### src/rtl/keypad_hex_scanner.sv
// -----------------------------------------------------------------------------
// keypad_hex_scanner
//   Scans a 4x4 active-low hex keypad and debounces it. Each accepted key is
//   shifted into an 8-digit hex number, with the newest digit in the low
//   nibble. This is the input-side partner of the 8-digit hex display driver.
//
// Ports
//   clk            system clock
//   reset          synchronous, active-high reset (highest priority)
//   FILAS[3:0]     keypad rows, active-low, bit r = row r
//   COLUMNAS[3:0]  column drive, active-low one-hot, bit c = column c
//   clear          synchronous clear of the entered number
//   numero_salida  entered number, digit 0 in [3:0]
//   digito         code of the last accepted key
//   digito_valido  one-cycle pulse when a key is accepted
//   num_digitos    digits entered, 0..8, saturating
// -----------------------------------------------------------------------------
module keypad_hex_scanner #(
    parameter int SCAN_TICKS     = 1000,
    parameter int DEBOUNCE_SCANS = 4
) (
    input  logic        clk,
    input  logic        reset,
    input  logic [3:0]  FILAS,
    output logic [3:0]  COLUMNAS,
    input  logic        clear,
    output logic [31:0] numero_salida,
    output logic [3:0]  digito,
    output logic        digito_valido,
    output logic [3:0]  num_digitos
);

    localparam int TICK_W = (SCAN_TICKS > 2) ? $clog2(SCAN_TICKS) : 1;
    localparam int CNT_W  = (DEBOUNCE_SCANS > 1) ? $clog2(DEBOUNCE_SCANS + 1) : 1;

    localparam logic [TICK_W-1:0] TICK_LAST = TICK_W'(SCAN_TICKS - 1);
    localparam logic [CNT_W-1:0]  CNT_DONE  = CNT_W'(DEBOUNCE_SCANS);
    localparam logic [CNT_W-1:0]  CNT_ONE   = CNT_W'(1);

    typedef enum logic [1:0] {
        ST_IDLE     = 2'd0,
        ST_DEBOUNCE = 2'd1,
        ST_PRESSED  = 2'd2,
        ST_RELEASE  = 2'd3
    } state_t;

    // Scan-result bit index is c*4 + r (column-major, matches latch order).
    function automatic logic [3:0] key_code(input logic [3:0] idx);
        logic [3:0] code;
        case (idx)
            4'd0:    code = 4'h1;
            4'd1:    code = 4'h4;
            4'd2:    code = 4'h7;
            4'd3:    code = 4'hE;
            4'd4:    code = 4'h2;
            4'd5:    code = 4'h5;
            4'd6:    code = 4'h8;
            4'd7:    code = 4'h0;
            4'd8:    code = 4'h3;
            4'd9:    code = 4'h6;
            4'd10:   code = 4'h9;
            4'd11:   code = 4'hF;
            4'd12:   code = 4'hA;
            4'd13:   code = 4'hB;
            4'd14:   code = 4'hC;
            4'd15:   code = 4'hD;
            default: code = 4'h0;
        endcase
        return code;
    endfunction

    function automatic logic [4:0] count_ones(input logic [15:0] bits);
        logic [4:0] total;
        total = 5'd0;
        for (int i = 0; i < 16; i++) begin
            total = total + {4'd0, bits[i]};
        end
        return total;
    endfunction

    // Only meaningful when exactly one bit is set.
    function automatic logic [3:0] set_index(input logic [15:0] bits);
        logic [3:0] idx;
        idx = 4'd0;
        for (int i = 0; i < 16; i++) begin
            if (bits[i]) begin
                idx = 4'(i);
            end else begin
                idx = idx;
            end
        end
        return idx;
    endfunction

    logic [TICK_W-1:0] tick_r;
    logic [1:0]        col_r;
    logic [1:0]        col_next_s;
    logic              tick_last_s;
    logic [11:0]       row_bits_r;     // columns 0..2 of the scan in progress
    logic [15:0]       scan_bits_r;    // completed full scan
    logic              scan_done_r;    // one cycle after column 3 is sampled

    logic [4:0]        scan_ones_s;
    logic              scan_none_s;
    logic              scan_single_s;
    logic [3:0]        scan_code_s;

    state_t            state_r;
    state_t            state_next_s;
    logic [3:0]        cand_r;
    logic [3:0]        cand_next_s;
    logic [CNT_W-1:0]  cnt_r;
    logic [CNT_W-1:0]  cnt_next_s;
    logic [CNT_W-1:0]  cnt_inc_s;
    logic              accept_s;

    assign tick_last_s = (tick_r == TICK_LAST);
    assign col_next_s  = col_r + 2'd1;

    // Column timing, row sampling on the last tick of each column, scan capture.
    always_ff @(posedge clk) begin
        if (reset) begin
            tick_r      <= '0;
            col_r       <= 2'd0;
            COLUMNAS    <= 4'b1110;
            row_bits_r  <= 12'd0;
            scan_bits_r <= 16'd0;
            scan_done_r <= 1'b0;
        end else begin
            scan_done_r <= 1'b0;
            if (tick_last_s) begin
                tick_r   <= '0;
                col_r    <= col_next_s;
                // Drive is registered with the next column so the rows have a
                // whole column period to settle before they are sampled.
                COLUMNAS <= ~(4'b0001 << col_next_s);
                case (col_r)
                    2'd0:    row_bits_r[3:0]  <= ~FILAS;
                    2'd1:    row_bits_r[7:4]  <= ~FILAS;
                    2'd2:    row_bits_r[11:8] <= ~FILAS;
                    default: begin
                        scan_bits_r <= {~FILAS, row_bits_r};
                        scan_done_r <= 1'b1;
                    end
                endcase
            end else begin
                tick_r <= tick_r + TICK_W'(1);
            end
        end
    end

    // Classify the completed scan: none / single key (with code) / multiple.
    always_comb begin
        scan_ones_s   = count_ones(scan_bits_r);
        scan_none_s   = (scan_ones_s == 5'd0);
        scan_single_s = (scan_ones_s == 5'd1);
        scan_code_s   = key_code(set_index(scan_bits_r));
        cnt_inc_s     = cnt_r + CNT_ONE;
    end

    // FSM state register together with the debounce candidate and counter.
    always_ff @(posedge clk) begin
        if (reset) begin
            state_r <= ST_IDLE;
            cand_r  <= 4'h0;
            cnt_r   <= '0;
        end else begin
            state_r <= state_next_s;
            cand_r  <= cand_next_s;
            cnt_r   <= cnt_next_s;
        end
    end

    // FSM next-state logic, evaluated only when a full scan completes.
    always_comb begin
        state_next_s = state_r;
        cand_next_s  = cand_r;
        cnt_next_s   = cnt_r;
        if (scan_done_r) begin
            case (state_r)
                ST_IDLE: begin
                    if (scan_single_s) begin
                        cand_next_s = scan_code_s;
                        cnt_next_s  = CNT_ONE;
                        if (DEBOUNCE_SCANS == 1) begin
                            state_next_s = ST_PRESSED;
                        end else begin
                            state_next_s = ST_DEBOUNCE;
                        end
                    end else begin
                        state_next_s = ST_IDLE;
                    end
                end
                ST_DEBOUNCE: begin
                    if (scan_single_s) begin
                        if (scan_code_s == cand_r) begin
                            cnt_next_s = cnt_inc_s;
                            if (cnt_inc_s == CNT_DONE) begin
                                state_next_s = ST_PRESSED;
                            end else begin
                                state_next_s = ST_DEBOUNCE;
                            end
                        end else begin
                            cand_next_s  = scan_code_s;
                            cnt_next_s   = CNT_ONE;
                            state_next_s = ST_DEBOUNCE;
                        end
                    end else begin
                        state_next_s = ST_IDLE;
                    end
                end
                ST_PRESSED: begin
                    if (scan_none_s) begin
                        cnt_next_s = CNT_ONE;
                        if (DEBOUNCE_SCANS == 1) begin
                            state_next_s = ST_IDLE;
                        end else begin
                            state_next_s = ST_RELEASE;
                        end
                    end else begin
                        state_next_s = ST_PRESSED;
                    end
                end
                ST_RELEASE: begin
                    if (scan_none_s) begin
                        cnt_next_s = cnt_inc_s;
                        if (cnt_inc_s == CNT_DONE) begin
                            state_next_s = ST_IDLE;
                        end else begin
                            state_next_s = ST_RELEASE;
                        end
                    end else begin
                        state_next_s = ST_PRESSED;
                    end
                end
                default: begin
                    state_next_s = ST_IDLE;
                end
            endcase
        end else begin
            state_next_s = state_r;
        end
    end

    // FSM output decode: a key is accepted on the scan that completes debounce.
    always_comb begin
        accept_s = 1'b0;
        if (scan_done_r && scan_single_s) begin
            case (state_r)
                ST_IDLE:     accept_s = (DEBOUNCE_SCANS == 1);
                ST_DEBOUNCE: accept_s = (scan_code_s == cand_r) && (cnt_inc_s == CNT_DONE);
                default:     accept_s = 1'b0;
            endcase
        end else begin
            accept_s = 1'b0;
        end
    end

    // Registered outputs; clear beats a coincident accept for the number only.
    always_ff @(posedge clk) begin
        if (reset) begin
            numero_salida <= 32'd0;
            digito        <= 4'h0;
            digito_valido <= 1'b0;
            num_digitos   <= 4'd0;
        end else begin
            digito_valido <= accept_s;
            if (accept_s) begin
                digito <= scan_code_s;
            end
            if (clear) begin
                numero_salida <= 32'd0;
                num_digitos   <= 4'd0;
            end else if (accept_s) begin
                numero_salida <= {numero_salida[27:0], scan_code_s};
                if (num_digitos != 4'd8) begin
                    num_digitos <= num_digitos + 4'd1;
                end
            end
        end
    end

endmodule

### config.mk
export PLATFORM = sky130hd
export DESIGN_NAME = keypad_hex_scanner
export DESIGN_NICKNAME = d
export VERILOG_FILES = /design/src/rtl/keypad_hex_scanner.sv
export SDC_FILE = /design/constraint.sdc
export NUM_CORES = 1
export LEC_CHECK = 0
export ABC_AREA = 1
export CAP_MARGIN = 0
export CELL_PAD_IN_SITES_DETAIL_PLACEMENT = 1
export CELL_PAD_IN_SITES_GLOBAL_PLACEMENT = 1
export CORE_UTILIZATION = 30
export DETAILED_ROUTE_END_ITERATION = 10
export MAX_ROUTING_LAYER = met4
export PLACE_DENSITY = 0.63
export RECOVER_POWER = 100
export SKIP_LAST_GASP = 1
export SYNTH_ARGS = -nofsm -noshare
export SYNTH_HDL_FRONTEND = slang
export SYNTH_SLANG_ARGS = --single-unit
### constraint.sdc
create_clock -name clk -period 4.79 [get_ports clk]
set_input_delay 0.7185 -clock clk [delete_from_list [all_inputs] [get_ports clk]]
set_output_delay 0.7185 -clock clk [all_outputs]
set_load 0.01 [all_outputs]
# Word-level counts from Yosys, hierarchy flattened
# Memories as Yosys holds them, arrays and structs flattened.
# Cells that the tools add are included.
[word_totals]
regBits = 95
latch_bits = 0
ramBits = 0
mem_bits_ro = 64
input_bits = 7
word_cells = 108
mem_count = 1
[classes]
addsub = 19
mul = 0
div_mod_pow = 0
order_cmp = 0
n_eq_ne = 15
shift = 1
muxes = 36
bitwise = 4
n_reduce_logical = 17
[mem_list]
columns = ["name", "depth", "word_bits", "read_ports", "rd_ports_with_merged_regs", "write_ports", "line", "text"]
rows = [
  ["(name not given)", 16, 4, 1, 0, 0, "50", "case (idx)"],
]
[op_table]
columns = ["operator", "n"]
rows = [
  ["$mux 4", 17],
  ["$add 5x1->5", 11],
  ["$mux 3", 5],
  ["$pmux 3 s4", 1],
  ["$add 10x1->10 const B", 1],
  ["$eq 10x10->1 const B", 1],
  ["$mux 2", 5],
  ["$ne 2x2->1 const B", 5],
  ["$reduce_and 2->1", 5],
  ["$reduce_and 5->1", 2],
  ["$not 4->4", 2],
  ["$pmux 2 s4", 1],
  ["$pmux 4 s2", 1],
  ["$eq 2x2->1 const B", 3],
  ["$mux 1", 6],
  ["$reduce_or 2->1", 3],
  ["$add 4x1->5", 1],
  ["$eq 5x1->1 const B", 1],
  ["$logic_not 5->1", 1],
  ["$add 3x1->4", 1],
  ["$add 4x1->4 const B", 1],
  ["$eq 2x1->1 const B", 2],
  ["$eq 4x4->1", 1],
  ["$logic_not 2->1", 2],
  ["other kinds (11)", 13],
]

# Longest topological paths before layout
# Gate-level depths: netlist of run 1.
# An unclocked memory read counts as a cell.
[depth]
ltp_word = 21
ltp_mapped = 27
ltp_nobuf = 27

# Least setup slack after synthesis of run 1
# Ideal clock, no wire load.
[synth_path]
kind = "register to register"
start = "register scan_bits_r[5]"
end = "register num_digitos[0]"
setup_ps = 70
arrival_ps = 4384
required_time_ps = 4720
path_slack_ps = 336
stages_incl_launch_ff = 23
period_less_slack_ps = 4454
cell_sequence = "dfxtp_1 -> inv_1 -> fa_1 -> inv_1 -> fa_1 -> fa_1 -> inv_1 -> fa_1 -> inv_1 -> ha_1 -> inv_1 -> fa_1 -> xor2_1 -> nand3_1 -> inv_1 -> nand4_1 -> nor3_2 -> inv_1 -> nor2_2 -> nand3_2 -> buf_6 -> or2_0 -> a21oi_1"
[synth_via]
elab_chain_len = 17
[synth_rtl]
columns = ["element", "line", "text"]
rows = [
  ["start, declared", "100", "logic [15:0] scan_bits_r;"],
  ["start signal, assigned", "142", "scan_bits_r <= {~FILAS, row_bits_r};"],
  ["branches (longest 15 deep; another with $add 5x1->5)", "--", ""],
  ["$mux 1 *", "248", "if (scan_done_r && scan_single_s) begin"],
  ["$reduce_and 2->1 (no line) *", "--", ""],
  ["end signal, assigned", "277", "num_digitos <= num_digitos + 4'd1;"],
  ["end, declared", "30", "output logic [3:0] num_digitos"],
]
# Mark *: on every way between the ends.
# A chain may end at the register's enable or synchronous reset.

# Final worst setup path of run 1
[layout_path]
start = "register scan_bits_r[5]"
end = "register numero_salida[11]"
[layout_via]
elab_chain_len = 16
[layout_rtl]
columns = ["element", "line", "text"]
rows = [
  ["branches (longest 15 deep; another with $add 5x1->5)", "--", ""],
  ["$mux 1 *", "248", ""],
  ["end signal, assigned", "275", "numero_salida <= {numero_salida[27:0], scan_code_s};"],
  ["end, declared", "27", "output logic [31:0] numero_salida,"],
]
# Marked as above.

==> results of run 1 <==
-- worst max-delay path: stages (launching register included) --
cell,delay (ns)
sky130_fd_sc_hd__dfxtp_2,0.34
sky130_fd_sc_hd__inv_2,0.05
sky130_fd_sc_hd__fa_1,0.53
sky130_fd_sc_hd__inv_1,0.05
sky130_fd_sc_hd__fa_1,0.45
sky130_fd_sc_hd__fa_1,0.53
sky130_fd_sc_hd__inv_2,0.04
sky130_fd_sc_hd__fa_1,0.42
sky130_fd_sc_hd__inv_1,0.07
sky130_fd_sc_hd__ha_2,0.16
sky130_fd_sc_hd__inv_2,0.04
sky130_fd_sc_hd__fa_2,0.34
sky130_fd_sc_hd__xor2_1,0.13
sky130_fd_sc_hd__nand3_1,0.11
sky130_fd_sc_hd__inv_1,0.06
sky130_fd_sc_hd__nand4_1,0.11
sky130_fd_sc_hd__nor3_2,0.25
sky130_fd_sc_hd__inv_2,0.09
sky130_fd_sc_hd__nor2_4,0.14
sky130_fd_sc_hd__nand3_4,0.15
sky130_fd_sc_hd__buf_12,0.21
sky130_fd_sc_hd__nor2_1,0.15
sky130_fd_sc_hd__a211oi_2,0.06
-- power groups by stage --
stage / registers [mW] / logic, mW / clock network [mW]
6_report: 0.795 / 0.0356 / 0.745
5_1_grt: 0.795 / 0.0409 / 0.801
4_1_cts: 0.795 / 0.0370 / 0.770
3_5_place_dp: 0.813 / 0.0366 / 0
3_3_place_gp: 0.813 / 0.0355 / 0
2_1_floorplan: 0.812 / 0.0199 / 0
-- through the flow --
stage	instance area [um^2]	setup slack, ns
after CTS	5450	0.0112
after detailed placement	5150	-0.00357
after floorplan	4420	0.336
after global placement	5150	0.206
after global routing	5550	-0.218
final	5550	0.115
-- state kept, by name, summed over array words and instances, names as in the netlist --
signal	cells
state_r	2
num_digitos	4
COLUMNAS	4
digito	4
col_r	2
scan_done_r	1
cand_r	4
row_bits_r	12
numero_salida	32
digito_valido	1
tick_r	10
cnt_r	3
scan_bits_r	16
-- what timing repair did --
action / 4_1_cts / 5_1_grt
cloned: 0 / 2
pin swaps: 1 / 5
setup endpoints to repair: 6 / 45
setup buffers: 0 / 4
gates resized for setup: 1 / 21
-- synthesized netlist by cell type --
cell	number	area [um^2]
sky130_fd_sc_hd__a211oi_1	28	210
sky130_fd_sc_hd__a21oi_1	39	195
sky130_fd_sc_hd__a31o_1	1	8.76
sky130_fd_sc_hd__a31o_2	2	17.5
sky130_fd_sc_hd__a31oi_1	2	12.5
sky130_fd_sc_hd__and2_1	1	6.26
sky130_fd_sc_hd__buf_2	5	25.0
sky130_fd_sc_hd__buf_6	1	11.3
sky130_fd_sc_hd__clkbuf_1	10	37.5
sky130_fd_sc_hd__clkinv_1	3	11.3
sky130_fd_sc_hd__dfxtp_1	95	1900
sky130_fd_sc_hd__fa_1	10	200
sky130_fd_sc_hd__ha_1	17	213
sky130_fd_sc_hd__inv_1	86	323
sky130_fd_sc_hd__inv_2	10	37.5
sky130_fd_sc_hd__nand2_1	98	368
sky130_fd_sc_hd__nand3_1	21	105
sky130_fd_sc_hd__nand3_2	3	30.0
sky130_fd_sc_hd__nand3b_1	3	22.5
sky130_fd_sc_hd__nand4_1	5	31.3
sky130_fd_sc_hd__nor2_1	67	251
sky130_fd_sc_hd__nor2_2	5	31.3
sky130_fd_sc_hd__nor3_1	2	10.0
sky130_fd_sc_hd__nor3_2	1	10.0
sky130_fd_sc_hd__nor3b_1	3	22.5
sky130_fd_sc_hd__nor4_1	2	12.5
sky130_fd_sc_hd__nor4_2	1	12.5
sky130_fd_sc_hd__o211a_1	12	120
sky130_fd_sc_hd__o21ai_0	26	130
sky130_fd_sc_hd__o21ai_1	3	15.0
sky130_fd_sc_hd__o21ba_2	1	10.0
sky130_fd_sc_hd__or2_0	1	6.26
sky130_fd_sc_hd__or2_1	1	6.26
sky130_fd_sc_hd__xnor2_1	1	8.76
sky130_fd_sc_hd__xor2_1	1	8.76
-- per-layer routing --
layer  track usage (%)  part of all wire (%)
met1              18.8                    48
met2              26.0                    49
met3              3.64                   2.5
met4              5.20                   1.1
met5                 -                     0
-- logic make-up after synthesis --
| kind of cell | synth area share [%] |
|---|---|
| AND/OR/NAND/NOR | 20.9 |
| buffers and inverters | 10.1 |
| AO/OA/AOI/OAI | 16.3 |
| flip-flops | 43.0 |
| adder cells (fa/ha/maj) | 9.34 |
| XOR/XNOR | 0.396 |
-- final cells by class --
class	count	area, um^2
fill	1751	8930
multi-input combinational	357	2110
sequential	95	1900
timing repair buffer	63	624
inverter	99	372
clock buffer	11	243
tap	184	230
clock inverter	5	63.8
-- worst max path at each step --
stage,endpoint,slack (ns)
after floorplan,num_digitos[0],0.34
after global placement,num_digitos[0],0.21
after detailed placement,numero_salida[14],-0.004
after CTS,num_digitos[0],0.01
after global routing,numero_salida[11],-0.22
final,numero_salida[11],0.12
==> flow_metrics.py, run 1 <==
metrics = {
    "detailed_routing": {
        "remaining_drc_errors": 0,
        "route.final.wire_length_mm": 10.9,
        "vias": 3795,
        "first_pass_iters": 4,
        "drt_iter0_markers": 121,
        "routed_via_density": 4.66,
        "routed_wire_length_per_instance_um": 13.4,
        "ant_nets": 0,
    },
    "logic_synthesis": {
        "synth_cell_types": 35,
        "synth.yosys.seq_area_share_pct": 43.0,
        "yosys_warnings": 0,
        "synthesis.nets": 601,
        "avg_inst_size_synth_um2": 7.80,
        "ys_seq_elements": 95,
        "netlist_instances": 567,
        "synth_area_um2": 4420,
    },
    "global_routing": {
        "grt_start_max_net_pins": 60,
        "gr-total-overflow": 0,
        "track_usage_pct": 15.8,
        "grt_pass1_vias": 3821,
        "antenna_found_initial": 0,
        "grt_pass1_wl_mm": 18.3,
    },
    "clock_network": {
        "clock_tree.buffer_depth": 2,
        "cts.reportedPaths.clkPinSlew_ns": 0.07,
        "clock_insertion_delay_worst_skew_ns": 0.35,
        "cts_hold_buf": 0,
        "cts_tree": "yes",
        "tritoncts_num_sinks": 95,
        "clock-root-buffer": "sky130_fd_sc_hd__clkbuf_16",
        "cts-htree-levels": 3,
        "cts_made_buffers": 9,
    },
    "timing": {
        "setup_repair_after_global_routing_missed_its_margin": "true",
        "final-hold-violation-count": 0,
        "fin_skew_ns": 0.0102,
        "totalNegativeSetupSlack_ns": 0,
        "setup_viol_count_final": 0,
        "finalHoldWorstSlack_ns": 0.447,
        "worst-slew-pin-transition_ns": 1.22,
        "timing.final.crit_share_pct": 97.6,
        "period_minus_slack_ns": 4.67,
        "drv_slew": 0,
        "maxClockFrequency_ghz": 0.214,
        "worst_slew_margin_rel_pct": 18.8,
    },
    "worst_setup_path": {
        "worstPathRequired_ns": 4.98,
        "worst-endpoint-arrival_ns": 4.87,
        "worst_r2r_endpoint": "numero_salida[11]",
        "worstSetupStartpointType": "flip-flop",
        "worst-setup-path-type": "reg2reg",
        "worstSetupEndpointType": "flip-flop",
        "worstRegToRegCells": 22,
        "reg2reg_slack_ns": 0.12,
        "startpoint": "scan_bits_r[5]",
        "cp_max_fo": 30,
        "worstReg2RegStart": "scan_bits_r[5]",
    },
    "flow_run": {
        "max-cap-violations": 0,
    },
    "floorplanning": {
        "fp-row-count": 44,
        "floorplan.die.height_um": 123,
        "floorplan.die_area_um2": 15200,
        "initial_utilization_pct": 30.5,
        "io-pin-count": 52,
        "die_w_um": 123,
        "core_area_um2": 14500,
    },
    "run_status": {
        "outcome": "finished, final reports clean",
    },
    "cells_and_area": {
        "final_net_count": 659,
        "antenna_cells": 0,
        "mostFrequentLayoutCell": "sky130_fd_sc_hd__nand2_1",
        "commonest_non_fill_non_tap_cells_in_the_layout": "sky130_fd_sc_hd__nand2_1 (98), sky130_fd_sc_hd__dfxtp_1 (93), sky130_fd_sc_hd__inv_1 (81)",
        "final_cell_count_no_fill": 814,
        "final_layout_size_suffix_gt1_share_pct": 9.84,
        "final_util_pct": 38.3,
        "area_growth_pct": 25.5,
    },
    "hold_path": {
        "min-delay-path-class": "reg2reg",
        "min_from": "numero_salida[31]",
        "hold_path_depth": 2,
        "worst_case_hold_path_end_point": "numero_salida[31]",
    },
    "pwr": {
        "worst_case_vdd_ir_drop_mv": 0.189,
        "internal_cell_power_mw": 1.23,
        "power_frac_clock_pct": 47.3,
        "p_total_mw": 1.58,
        "power.density_nw_per_um2": 284,
        "combinationalPowerShare_pct": 2.3,
        "sw_frac_of_total_pct": 22.1,
        "power.share.sequential_pct": 50.4,
        "power_leakage_nw": 2.50,
        "power.net_switching_mw": 0.348,
    },
    "place": {
        "placement.io_buffers": 51,
        "gp_congestion": 0.805,
        "post_detailed_placement_half_perimeter_wirelength_mm": 7.86,
        "dp_cells": 792,
    },
}
(Power assumes the default switching activity.)
==> inputs of run 2 (changes only) <==
Settings changed: PLACE_DENSITY 0.63 to not set, PLACE_DENSITY_LB_ADDON set to 0.2.
==> flow_metrics.py, run 2 (synthesis results as in run 1) <==
metrics = {
    "run_status": {
        "outcome": "finished with violations",
        "violations_in_the_final_reports": "setup timing",
    },
    "cells_and_area": {
        "final_net_count": 664,
        "area_growth_pct": 29.7,
        "regMostFlops": "numero_salida",
        "finish.instance_area_um2": 5740,
        "fillcell_total": 1727,
        "final_cell_count_no_fill": 819,
        "largest_register_ffs": 32,
        "largestRegisters": "numero_salida (32), scan_bits_r (16), row_bits_r (12)",
        "mostFrequentLayoutCell": "sky130_fd_sc_hd__nand2_1",
        "final_layout_size_suffix_gt1_share_pct": 12.9,
        "seqCellArea_um2": 1900,
        "antenna_cells": 0,
        "commonest_non_fill_non_tap_cells_in_the_layout": "sky130_fd_sc_hd__nand2_1 (98), sky130_fd_sc_hd__dfxtp_1 (94), sky130_fd_sc_hd__inv_1 (82)",
        "combined_area_of_the_multi_input_logic_cells_um2": 2190,
    },
    "worst_setup_path": {
        "worstPathRequired_ns": 5.03,
        "worstSetupEndpointType": "flip-flop",
        "reg2reg_slack_ns": -0.003,
        "worst_setup_path_endpoint": "numero_salida[19]",
        "worstSetupStartpointType": "flip-flop",
        "worst-endpoint-arrival_ns": 5.04,
        "worst_r2r_endpoint": "numero_salida[19]",
        "startpoint": "scan_bits_r[5]",
        "worstRegToRegCells": 22,
        "worstReg2RegStart": "scan_bits_r[5]",
        "cp_max_fo": 8,
        "worst-setup-path-type": "reg2reg",
    },
    "floorplanning": {
        "initial_utilization_pct": 30.5,
        "floorplan.die_area_um2": 15200,
        "io-pin-count": 52,
        "die_w_um": 123,
        "floorplan.die.height_um": 123,
        "fp-row-count": 44,
        "core_area_um2": 14500,
    },
    "clock_network": {
        "clock_insertion_delay_worst_skew_ns": 0.35,
        "cts_tree": "yes",
        "cts.reportedPaths.clkPinSlew_ns": 0.07,
        "clock_tree.buffer_depth": 2,
        "cts-htree-levels": 3,
        "cts_made_buffers": 9,
        "cts_hold_buf": 0,
        "clock-root-buffer": "sky130_fd_sc_hd__clkbuf_16",
        "tritoncts_num_sinks": 95,
    },
    "detailed_routing": {
        "routed_via_density": 4.70,
        "first_pass_iters": 4,
        "routed_wire_length_per_instance_um": 14.2,
        "vias": 3848,
        "ant_nets": 0,
        "route.final.wire_length_mm": 11.6,
        "drt_iter0_markers": 131,
        "remaining_drc_errors": 0,
    },
    "hold_path": {
        "min-delay-path-class": "reg2reg",
    },
    "timing": {
        "worst-slew-pin-transition_ns": 1.18,
        "setup_ws_ns": -0.00260,
        "setup_repair_after_global_routing_missed_its_margin": "true",
        "timing.final.crit_share_pct": 100,
        "drv_slew": 0,
        "fin_skew_ns": 0.0100,
        "final-hold-violation-count": 0,
        "worst_slew_margin_rel_pct": 21.3,
        "setup_viol_count_final": 2,
        "maxClockFrequency_ghz": 0.209,
        "period_minus_slack_ns": 4.79,
    },
    "place": {
        "pre_cts_ws_ns": -0.0505,
        "gp_congestion": 0.769,
        "dp_cells": 791,
        "detailed_place.area_um2": 5140,
        "post_detailed_placement_half_perimeter_wirelength_mm": 7.88,
        "placement.io_buffers": 51,
    },
    "global_routing": {
        "track_usage_pct": 15.8,
        "antenna_found_initial": 0,
        "gr-total-overflow": 0,
        "grt_pass1_wl_mm": 18.4,
        "grt_pass1_vias": 3829,
        "grt_start_max_net_pins": 34,
    },
    "pwr": {
        "p_total_mw": 1.56,
        "power_leakage_nw": 2.42,
        "power.density_nw_per_um2": 272,
        "worst_case_vdd_ir_drop_mv": 0.222,
    },
    "flow_run": {
        "max-cap-violations": 0,
    },
}
run 2: metrics by stage:
stage / util (%) / setup TNS, ns / hold WS [ns]
finish: 39.6 / -0.00369 / 0.450
global placement: 35.5 / 0 / 0.428
detailed placement: 35.5 / -0.582 / 0.440
CTS: 37.9 / -0.0115 / 0.457
floorplan: - / 0 / 0.418
global route: 39.6 / -12.23 / 0.477
run 2: how the worst min path moves through the flow:
stage	from	to	cells after the start
floorplan	tick_r[0]	tick_r[0]	1
global placement	tick_r[0]	tick_r[0]	1
detailed placement	tick_r[0]	tick_r[0]	1
CTS	numero_salida[29]	numero_salida[29]	2
global route	numero_salida[29]	numero_salida[29]	2
finish	numero_salida[29]	numero_salida[29]	2
run 2: routing by layer:
metal / share of wire [%] / wire length (um) / global-route usage, %
met1: 47 / 5490 / 18.8
met2: 49 / 5660 / 26.5
met5: 0 / 0 / -
met3: 2.8 / 322 / 3.23
met4: 1.2 / 134 / 5.42
run 2: repair_timing:
action	4_1_cts	5_1_grt
endpoints found under the setup margin	33	45
pin swaps	0	6
buffers inserted	0	3
gates cloned	1	8
hold endpoints to repair	0	0
resized for setup	5	39
run 2: power breakdown:
| part | switching [mW] | internal [mW] |
|---|---|---|
| registers | 0.00260 | 0.792 |
| logic | 0.0253 | 0.0121 |
| clock network | 0.321 | 0.407 |
run 2: cell type report:
cell class,instances,area share (%)
Multi-Input combinational cell,359,38.2
Sequential cell,95,33.2
Timing Repair Buffer,66,13.0
Inverter,99,6.48
Tap cell,184,4.01
Clock buffer,10,3.99
Clock inverter,6,1.20
run 2: critical path: stages (launching register included):
cell                      delay (ns)
sky130_fd_sc_hd__dfxtp_2        0.33
sky130_fd_sc_hd__inv_2          0.05
sky130_fd_sc_hd__fa_1           0.53
sky130_fd_sc_hd__inv_1          0.05
sky130_fd_sc_hd__fa_1           0.48
sky130_fd_sc_hd__fa_1           0.53
sky130_fd_sc_hd__inv_1          0.05
sky130_fd_sc_hd__fa_1           0.42
sky130_fd_sc_hd__inv_1          0.06
sky130_fd_sc_hd__ha_1           0.14
sky130_fd_sc_hd__inv_2          0.04
sky130_fd_sc_hd__fa_2           0.35
sky130_fd_sc_hd__xor2_1         0.16
sky130_fd_sc_hd__nand3_1        0.10
sky130_fd_sc_hd__inv_1          0.06
sky130_fd_sc_hd__nand4_1        0.14
sky130_fd_sc_hd__nor3_2         0.27
sky130_fd_sc_hd__inv_2          0.09
sky130_fd_sc_hd__nor2_4         0.18
sky130_fd_sc_hd__nand3_2        0.21
sky130_fd_sc_hd__buf_6          0.23
sky130_fd_sc_hd__o21ai_0        0.16
sky130_fd_sc_hd__a21oi_1        0.06
